File: src/rtl/dram_arbiter.sv
// Two-port round-robin arbiter in front of the DRAM controller user port, with an in-order read tag FIFO.
// Define DRAM_ARB_FIXED_PRIO_EN to make port 0 always win ties instead of round-robin.
module dram_arbiter #(
  parameter int APP_ADDR_WIDTH = 28,
  parameter int APP_DATA_WIDTH = 128,
  parameter int APP_MASK_WIDTH = 16,
  parameter int RD_TAG_DEPTH   = 16
) (
  input  logic                      clk,
  input  logic                      i_rst,
  input  logic                      i_p0_rd_en,
  input  logic                      i_p0_wr_en,
  input  logic [APP_ADDR_WIDTH-1:0] i_p0_addr,
  input  logic [APP_DATA_WIDTH-1:0] i_p0_data,
  input  logic [APP_MASK_WIDTH-1:0] i_p0_mask,
  output logic                      o_p0_grant,
  output logic [APP_DATA_WIDTH-1:0] o_p0_data,
  output logic                      o_p0_data_valid,
  input  logic                      i_p1_rd_en,
  input  logic                      i_p1_wr_en,
  input  logic [APP_ADDR_WIDTH-1:0] i_p1_addr,
  input  logic [APP_DATA_WIDTH-1:0] i_p1_data,
  input  logic [APP_MASK_WIDTH-1:0] i_p1_mask,
  output logic                      o_p1_grant,
  output logic [APP_DATA_WIDTH-1:0] o_p1_data,
  output logic                      o_p1_data_valid,
  output logic                      o_rd_en,
  output logic                      o_wr_en,
  output logic [APP_ADDR_WIDTH-1:0] o_addr,
  output logic [APP_DATA_WIDTH-1:0] o_data,
  output logic [APP_MASK_WIDTH-1:0] o_mask,
  input  logic                      i_ready,
  input  logic                      i_wdf_ready,
  input  logic [APP_DATA_WIDTH-1:0] i_data,
  input  logic                      i_data_valid,
  input  logic                      i_init_calib_complete,
  output logic                      o_rd_underflow
);

  localparam int PTR_W = $clog2(RD_TAG_DEPTH);
  localparam int CNT_W = PTR_W + 1;

  typedef enum logic [1:0] {WAIT_CAL, IDLE, ISSUE} state_t;

  state_t                  state;
  logic                    owner;
  logic [RD_TAG_DEPTH-1:0] tag_mem;
  logic [PTR_W-1:0]        wr_ptr;
  logic [PTR_W-1:0]        rd_ptr;
  logic [CNT_W-1:0]        tag_count;
  logic                    tag_full;
  logic                    tag_empty;
  logic                    head_tag;
  logic                    elig0;
  logic                    elig1;
  logic                    pick0;
  logic                    pick1;
  logic                    accept;
  logic                    push;
  logic                    pop;
`ifndef DRAM_ARB_FIXED_PRIO_EN
  logic                    last;
`endif

  // Count never exceeds the depth, and depth is a power of two, so the MSB alone flags full.
  assign tag_full  = tag_count[CNT_W-1];
  assign tag_empty = (tag_count == '0);
  assign head_tag  = tag_mem[rd_ptr];

  assign elig0 = i_p0_wr_en | (i_p0_rd_en & ~tag_full);
  assign elig1 = i_p1_wr_en | (i_p1_rd_en & ~tag_full);

`ifdef DRAM_ARB_FIXED_PRIO_EN
  assign pick0 = elig0;
`else
  assign pick0 = elig0 & (~elig1 | last);
`endif
  assign pick1 = elig1 & ~pick0;

  assign o_p0_grant = (state == IDLE) & pick0;
  assign o_p1_grant = (state == IDLE) & pick1;

  assign accept = (state == ISSUE) & i_ready & (o_rd_en | (o_wr_en & i_wdf_ready));
  assign push   = accept & o_rd_en;
  assign pop    = i_data_valid & ~tag_empty;

  always_ff @(posedge clk) begin
    if (i_rst) begin
      state   <= WAIT_CAL;
      owner   <= 1'b0;
`ifndef DRAM_ARB_FIXED_PRIO_EN
      last    <= 1'b1;
`endif
      o_rd_en <= 1'b0;
      o_wr_en <= 1'b0;
      o_addr  <= '0;
      o_data  <= '0;
      o_mask  <= '0;
    end else begin
      case (state)
        WAIT_CAL: begin
          if (i_init_calib_complete) state <= IDLE;
        end
        IDLE: begin
          // A port asserting both enables is served as a write.
          if (pick0) begin
            owner   <= 1'b0;
            o_wr_en <= i_p0_wr_en;
            o_rd_en <= ~i_p0_wr_en;
            o_addr  <= i_p0_addr;
            o_data  <= i_p0_data;
            o_mask  <= i_p0_mask;
            state   <= ISSUE;
          end else if (pick1) begin
            owner   <= 1'b1;
            o_wr_en <= i_p1_wr_en;
            o_rd_en <= ~i_p1_wr_en;
            o_addr  <= i_p1_addr;
            o_data  <= i_p1_data;
            o_mask  <= i_p1_mask;
            state   <= ISSUE;
          end
        end
        ISSUE: begin
          if (accept) begin
            o_rd_en <= 1'b0;
            o_wr_en <= 1'b0;
`ifndef DRAM_ARB_FIXED_PRIO_EN
            last    <= owner;
`endif
            state   <= IDLE;
          end
        end
        default: state <= WAIT_CAL;
      endcase
    end
  end

  always_ff @(posedge clk) begin
    if (i_rst) begin
      wr_ptr    <= '0;
      rd_ptr    <= '0;
      tag_count <= '0;
    end else begin
      if (push) begin
        tag_mem[wr_ptr] <= owner;
        wr_ptr          <= wr_ptr + 1'b1;
      end
      if (pop) rd_ptr <= rd_ptr + 1'b1;
      tag_count <= tag_count + CNT_W'(push) - CNT_W'(pop);
    end
  end

  // Returning data with no outstanding tag has no owner, so it is dropped and flagged.
  always_ff @(posedge clk) begin
    if (i_rst) begin
      o_p0_data       <= '0;
      o_p1_data       <= '0;
      o_p0_data_valid <= 1'b0;
      o_p1_data_valid <= 1'b0;
      o_rd_underflow  <= 1'b0;
    end else begin
      o_p0_data_valid <= pop & ~head_tag;
      o_p1_data_valid <= pop & head_tag;
      if (pop & ~head_tag) o_p0_data <= i_data;
      if (pop & head_tag)  o_p1_data <= i_data;
      if (i_data_valid & tag_empty) o_rd_underflow <= 1'b1;
    end
  end

endmodule

File: config.mk
export PLATFORM = sky130hd
export DESIGN_NAME = dram_arbiter
export DESIGN_NICKNAME = d
export VERILOG_FILES = /design/src/rtl/dram_arbiter.sv
export SDC_FILE = /design/constraint.sdc
export NUM_CORES = 1
export LEC_CHECK = 0
export CORE_AREA = 3 3 357 359
export DETAILED_ROUTE_END_ITERATION = 10
export DIE_AREA = 0 0 360 362
export MAX_ROUTING_LAYER = met4
export PLACE_DENSITY = 0.47
export SLEW_MARGIN = 5
export SYNTH_ARGS = -nofsm -noshare
export SYNTH_HDL_FRONTEND = slang
export SYNTH_SLANG_ARGS = --single-unit
File: constraint.sdc
create_clock -name clk -period 3.4 [get_ports clk]
set_clock_uncertainty 0.1 [all_clocks]
set_input_delay 0.68 -clock clk [delete_from_list [all_inputs] [get_ports clk]]
set_output_delay 0.68 -clock clk [all_outputs]
set_load 0.1 [all_outputs]
---- Word level (Yosys, flattened, before mapping) ----
Cells that the tools add are included.
operators by class
  bitwise operators ....................... 26
  multiplexer cells ....................... 25
  equal/unequal tests ..................... 5
  $add $sub $neg .......................... 4
  reductions and logical operators ........ 10
  magnitude comparators ................... 3
operator list
  operator                                                               number
  128-bit two-way mux                                                    2
  28-bit two-way mux                                                     2
  16-bit two-way mux                                                     2
  16-bit bitwise mux                                                     1
  1-bit bitwise AND                                                      14
  4-bit by 5-bit < comparator with 1-bit output, second input constant   2
  1-bit two-way mux                                                      9
  4-bit by 1-bit adder with 4-bit output, second input constant          2
  2-bit two-way mux                                                      4
  1-bit inverter                                                         8
  2-bit case mux with 3 select lines                                     1
  2-bit AND reduction                                                    3
  3-bit AND reduction                                                    2
  5-bit by 1-bit adder with 5-bit output                                 1
  5-bit zero test                                                        1
  5-bit by 1-bit subtractor with 5-bit output                            1
  1-bit binary-select mux with 4-bit select                              1
  1-bit demux with 4-bit select                                          1
  4-bit by 1-bit >= comparator with 1-bit output, second input constant  1
  2-bit inequality test, second input constant                           2
  1-bit OR                                                               4
  1-bit case mux with 2 select lines                                     2
  2-bit nonzero test                                                     2
  3-bit inequality test, second input constant                           1
  4 further kinds                                                        4
storage, ports and cells
  input bits .............................. 482
  bits in registers ....................... 466
  output and inout bits ................... 435
  logic and storage cells ................. 90

---- Longest topological paths before layout ----
  depth in word-level cells ............... 11
  depth in mapped cells ................... 13
  gate-level depth less buffers ........... 13

---- Worst setup path after synthesis ----
OpenSTA, ideal clock, no wires.
  path kind ............................... input-to-output
  from .................................... input i_p0_rd_en
  to ...................................... output o_p1_grant
  arrival ................................. 3.609 ns
  setup slack ............................. -0.989 ns
  stages on the path ...................... 4
  required time ........................... 2.620 ns
  buffers on the path ..................... 1
  cells stage by stage .................... nor2b_1 > or2_2 > clkbuf_1 > a211oi_1
between the ends
  cells in the longest elaborated chain, start to end .. 6
RTL lines
  item               line  source
  from (decl)        11    input logic i_p0_rd_en,
  1-bit bitwise AND  70    assign elig0 = i_p0_wr_en | (i_p0_rd_en & ~tag_full);
  1-bit OR           70
  1-bit bitwise AND  76    assign pick0 = elig0 & (~elig1 | last);
  1-bit inverter     78    assign pick1 = elig1 & ~pick0;
  1-bit bitwise AND  78
  1-bit bitwise AND  81    assign o_p1_grant = (state == IDLE) & pick1;
  to (decl)          24    output logic o_p1_grant,
Every way passes these cells.

---- Final worst setup path ----
  from .................................... register tag_count[3]
  to ...................................... register tag_count[4]
between the ends
  cells in the longest elaborated chain, start to end .. 4
  elaborated cells on any way between the ends .. 5
  classes of those cells .................. add/sub (2); bitwise (2); reduce/logical (1)
RTL lines
  item                                         line  source
  from (decl)                                  50    logic [CNT_W-1:0] tag_count;
  from (signal assigned)                       150   tag_count <= tag_count + CNT_W'(push) - CNT_W'(pop);
  5-bit zero test                              67    assign tag_empty = (tag_count == '0);
  1-bit inverter                               85    assign pop = i_data_valid & ~tag_empty;
  1-bit bitwise AND                            85
  named net pop                                60    logic pop;
  5-bit by 1-bit subtractor with 5-bit output  150
The timed path passes the listed nets, and every way through them passes these cells.
A chain may end at the register's enable or synchronous reset.

==> run metrics <==
status complete, no violations; fin area approximately 32000 um^2; Initial Utilization 16.3%; Max Freq 333 MHz; Pwr Density 734 nW/um^2; post-synth top area share 44.4%; nets around 3.5k; Slew HR between 40 and 50%; largest net degree at the start of global routing 157; CTS Root Cell clkbuf_16; ratio of cells with drive above 1 in the final layout 20.3%; area post-placement between 30000 and 40000 um^2; Die X between 300 and 400 um; CP startpoint kind flop; clock sink total about 470; most frequent cells in the layout buf_4, clkdlybuf4s50_1, dfxtp_1, nand2b_1, mux2i_1; RSZ-0062 raised after global routing no; Final setup viols 0; CTS-repair resized insts 0; CTS Buf Count 58; pre-CTS setup slack about 0.19 ns; max-slew violations 0; Yosys warning count 0; crit end category flop; final setup TNS 0 ns; post-synthesis sequential area ratio 46.8%; most common cell after layout, fill and taps aside buf_4; Total GRT Usage 14.5%; DPL Wire Length roughly 75 mm; clk_lat worst skew approximately 0.65 ns; Die Area between 100000 and 150000 um^2; CTS tree yes; I/O Buffers approximately 900; Avg Inst Size Synth around 9.4 um^2; DR iter-0 viols 1069; syn_nets ~2.6k; vias per inst 4.07; Mapped Area ~20000 um^2; Least-Margin Pin Slew approximately 0.89 ns; num rows roughly 130; max_cap viols 0; global-route wire length before repair approximately 140 mm; worst setup margin 0.395 ns; DR WL/cell ~20 um; area leader, netlist dfxtp_1; total routed wirelength about 97 mm; post-layout min period 3.01 ns; fin crit share 88.4%; Fin. Hold Viols 0; Clock transition at path regs around 0.06 ns; vias 19.1k; leakage power approximately 14 nW; vias in the first global route roughly 19k; post-route ant nets 0; synth top area cells dfxtp_1, mux2i_1, nand2b_1; Pre-antenna DRT Iters 6; WP data required slightly below 4 ns; GRT overflow 0; count of cell types in the netlist a little over 40; crit path max fanout 5; # IOs between 900 and 1k; drt drc 0; Worst Hold Class reg2reg; Yosys reg bits ~470; chip height 362 um; peak supply drop between 0.0004 and 0.0005 V; CTS hold repair buffers 0; postcts setup bufs 0; critical path class reg2reg; GPL Wtd Cong around 0.81; Mapped Cells 2150; H-tree levels 2; Longest Clk Path Bufs 3; WP data arrival 3.48 ns; initial antenna violation count 27; Core ar. 124000 um^2; Layout area overhead 59.7%
==> power by group <==
group	internal [mW]	total (mW)	leakage, nW	switching, mW
logic	2.77	10.6	8.76	7.84
clock network	3.73	6.34	0.953	2.61
registers	6.29	6.79	3.83	0.498
total	12.8	23.8	13.5	11.0
==> logic make-up (layout without fill, tap and decap cells) <==
logic type	count (synthesis)	after routing	synth area share, %
and+or+nand+nor	804	804	21.1
DFF	466	466	46.8
AOI/OAI and AO/OA	373	373	12.6
xor gates and xnor gates	7	7	0.302
buffers and inverters	221	1111	5.09
adders and majority gates	12	12	0.778
other	0	24	0
muxes	267	267	13.3
==> critical path, stage by stage, from the launching register on <==
cell and delay [ns]:
dfxtp_1 0.31, inv_1 0.08, ha_1 0.16, or4b_4 0.51
nand2_1 0.12, inv_1 0.07, ha_1 0.27, inv_1 0.04
ha_1 0.19, fa_1 0.39, a21oi_1 0.15, nor2_1 0.06
or3_1 0.34, a21oi_1 0.14
==> path summary, 6_finish.rpt <==
kind,from,end,slack (ns),cells after the start
max reg2reg,tag_count[3]$_SDFF_PP0_,tag_count[4]$_SDFF_PP0_,0.39,13
min,o_p1_data[37]$_SDFFE_PP0P_,o_p1_data[37]$_SDFFE_PP0P_,0.37,2
max,tag_count[3]$_SDFF_PP0_,tag_count[4]$_SDFF_PP0_,0.39,13
min reg2reg,o_p1_data[37]$_SDFFE_PP0P_,o_p1_data[37]$_SDFFE_PP0P_,0.37,2
==> state kept, by name, indices dropped and copies added (netlist names) <==
name / count
o_p0_data: 128
owner: 1
last: 1
state: 2
o_p0_data_valid: 1
rd_ptr: 4
o_data: 128
o_rd_en: 1
tag_mem: 16
o_p1_data: 128
o_rd_underflow: 1
o_wr_en: 1
o_addr: 28
o_p1_data_valid: 1
wr_ptr: 4
o_mask: 16
tag_count: 5
==> Yosys cell counts, drive strengths merged <==
library cell    n
or3b            1
fa              1
and4b           1
a31oi           1
o22a            1
nand2b        387
a22oi           1
a211oi          1
a211o           1
o21bai          2
inv            12
nor3b           1
o21ba           2
ha             11
nand3b          1
or4b            1
mux4            2
xor2            4
a21oi          13
nor2          199
and3            1
a311oi        172
dfxtp         450
nor4b           1
buf            51
nor3            8
clkbuf        158
o21ai         175
or2             1
mux2i         265
edfxtp         16
xnor2           3
nand4           1
or3             4
a21o            4
nand3         180
nand2          13
nor2b           4
==> metal layers <==
layer / vias to the layer above / wire length (um) / GRT usage [%] / part of all wire, %
met5: - / 0 / - / 0
met4: 0 / 3730 / 5.24 / 3.9
met3: 132 / 8630 / 4.93 / 8.9
met2: 752 / 44400 / 22.9 / 46
met1: 8949 / 40200 / 17.1 / 41
li1: 9303 / - / - / -
==> through the flow <==
stage | hold WS, ns | util, % | cells | total power [mW]
2_1_floorplan | 0.378 | - | 2150 | 14.7
3_3_place_gp | 0.362 | 24.5 | 4572 | 17.6
3_5_place_dp | 0.367 | 24.5 | 4572 | 17.6
4_1_cts | 0.377 | 26.0 | 4677 | 24.1
5_1_grt | 0.393 | 26.1 | 4697 | 24.8
6_report | 0.375 | 26.1 | 4701 | 23.8
==> cell type report <==
cell class / instances / area (um^2)
inverters: 12 / 45.0
multi-input cells: 1463 / 9810
clock buffers: 91 / 1740
flip-flops and latches: 466 / 9490
fillers: 13371 / 91700
clock inverters: 14 / 216
well taps: 1637 / 2050
repair buffers: 994 / 8970
diodes: 24 / 60.1
Power figures use the tool's default switching activity.
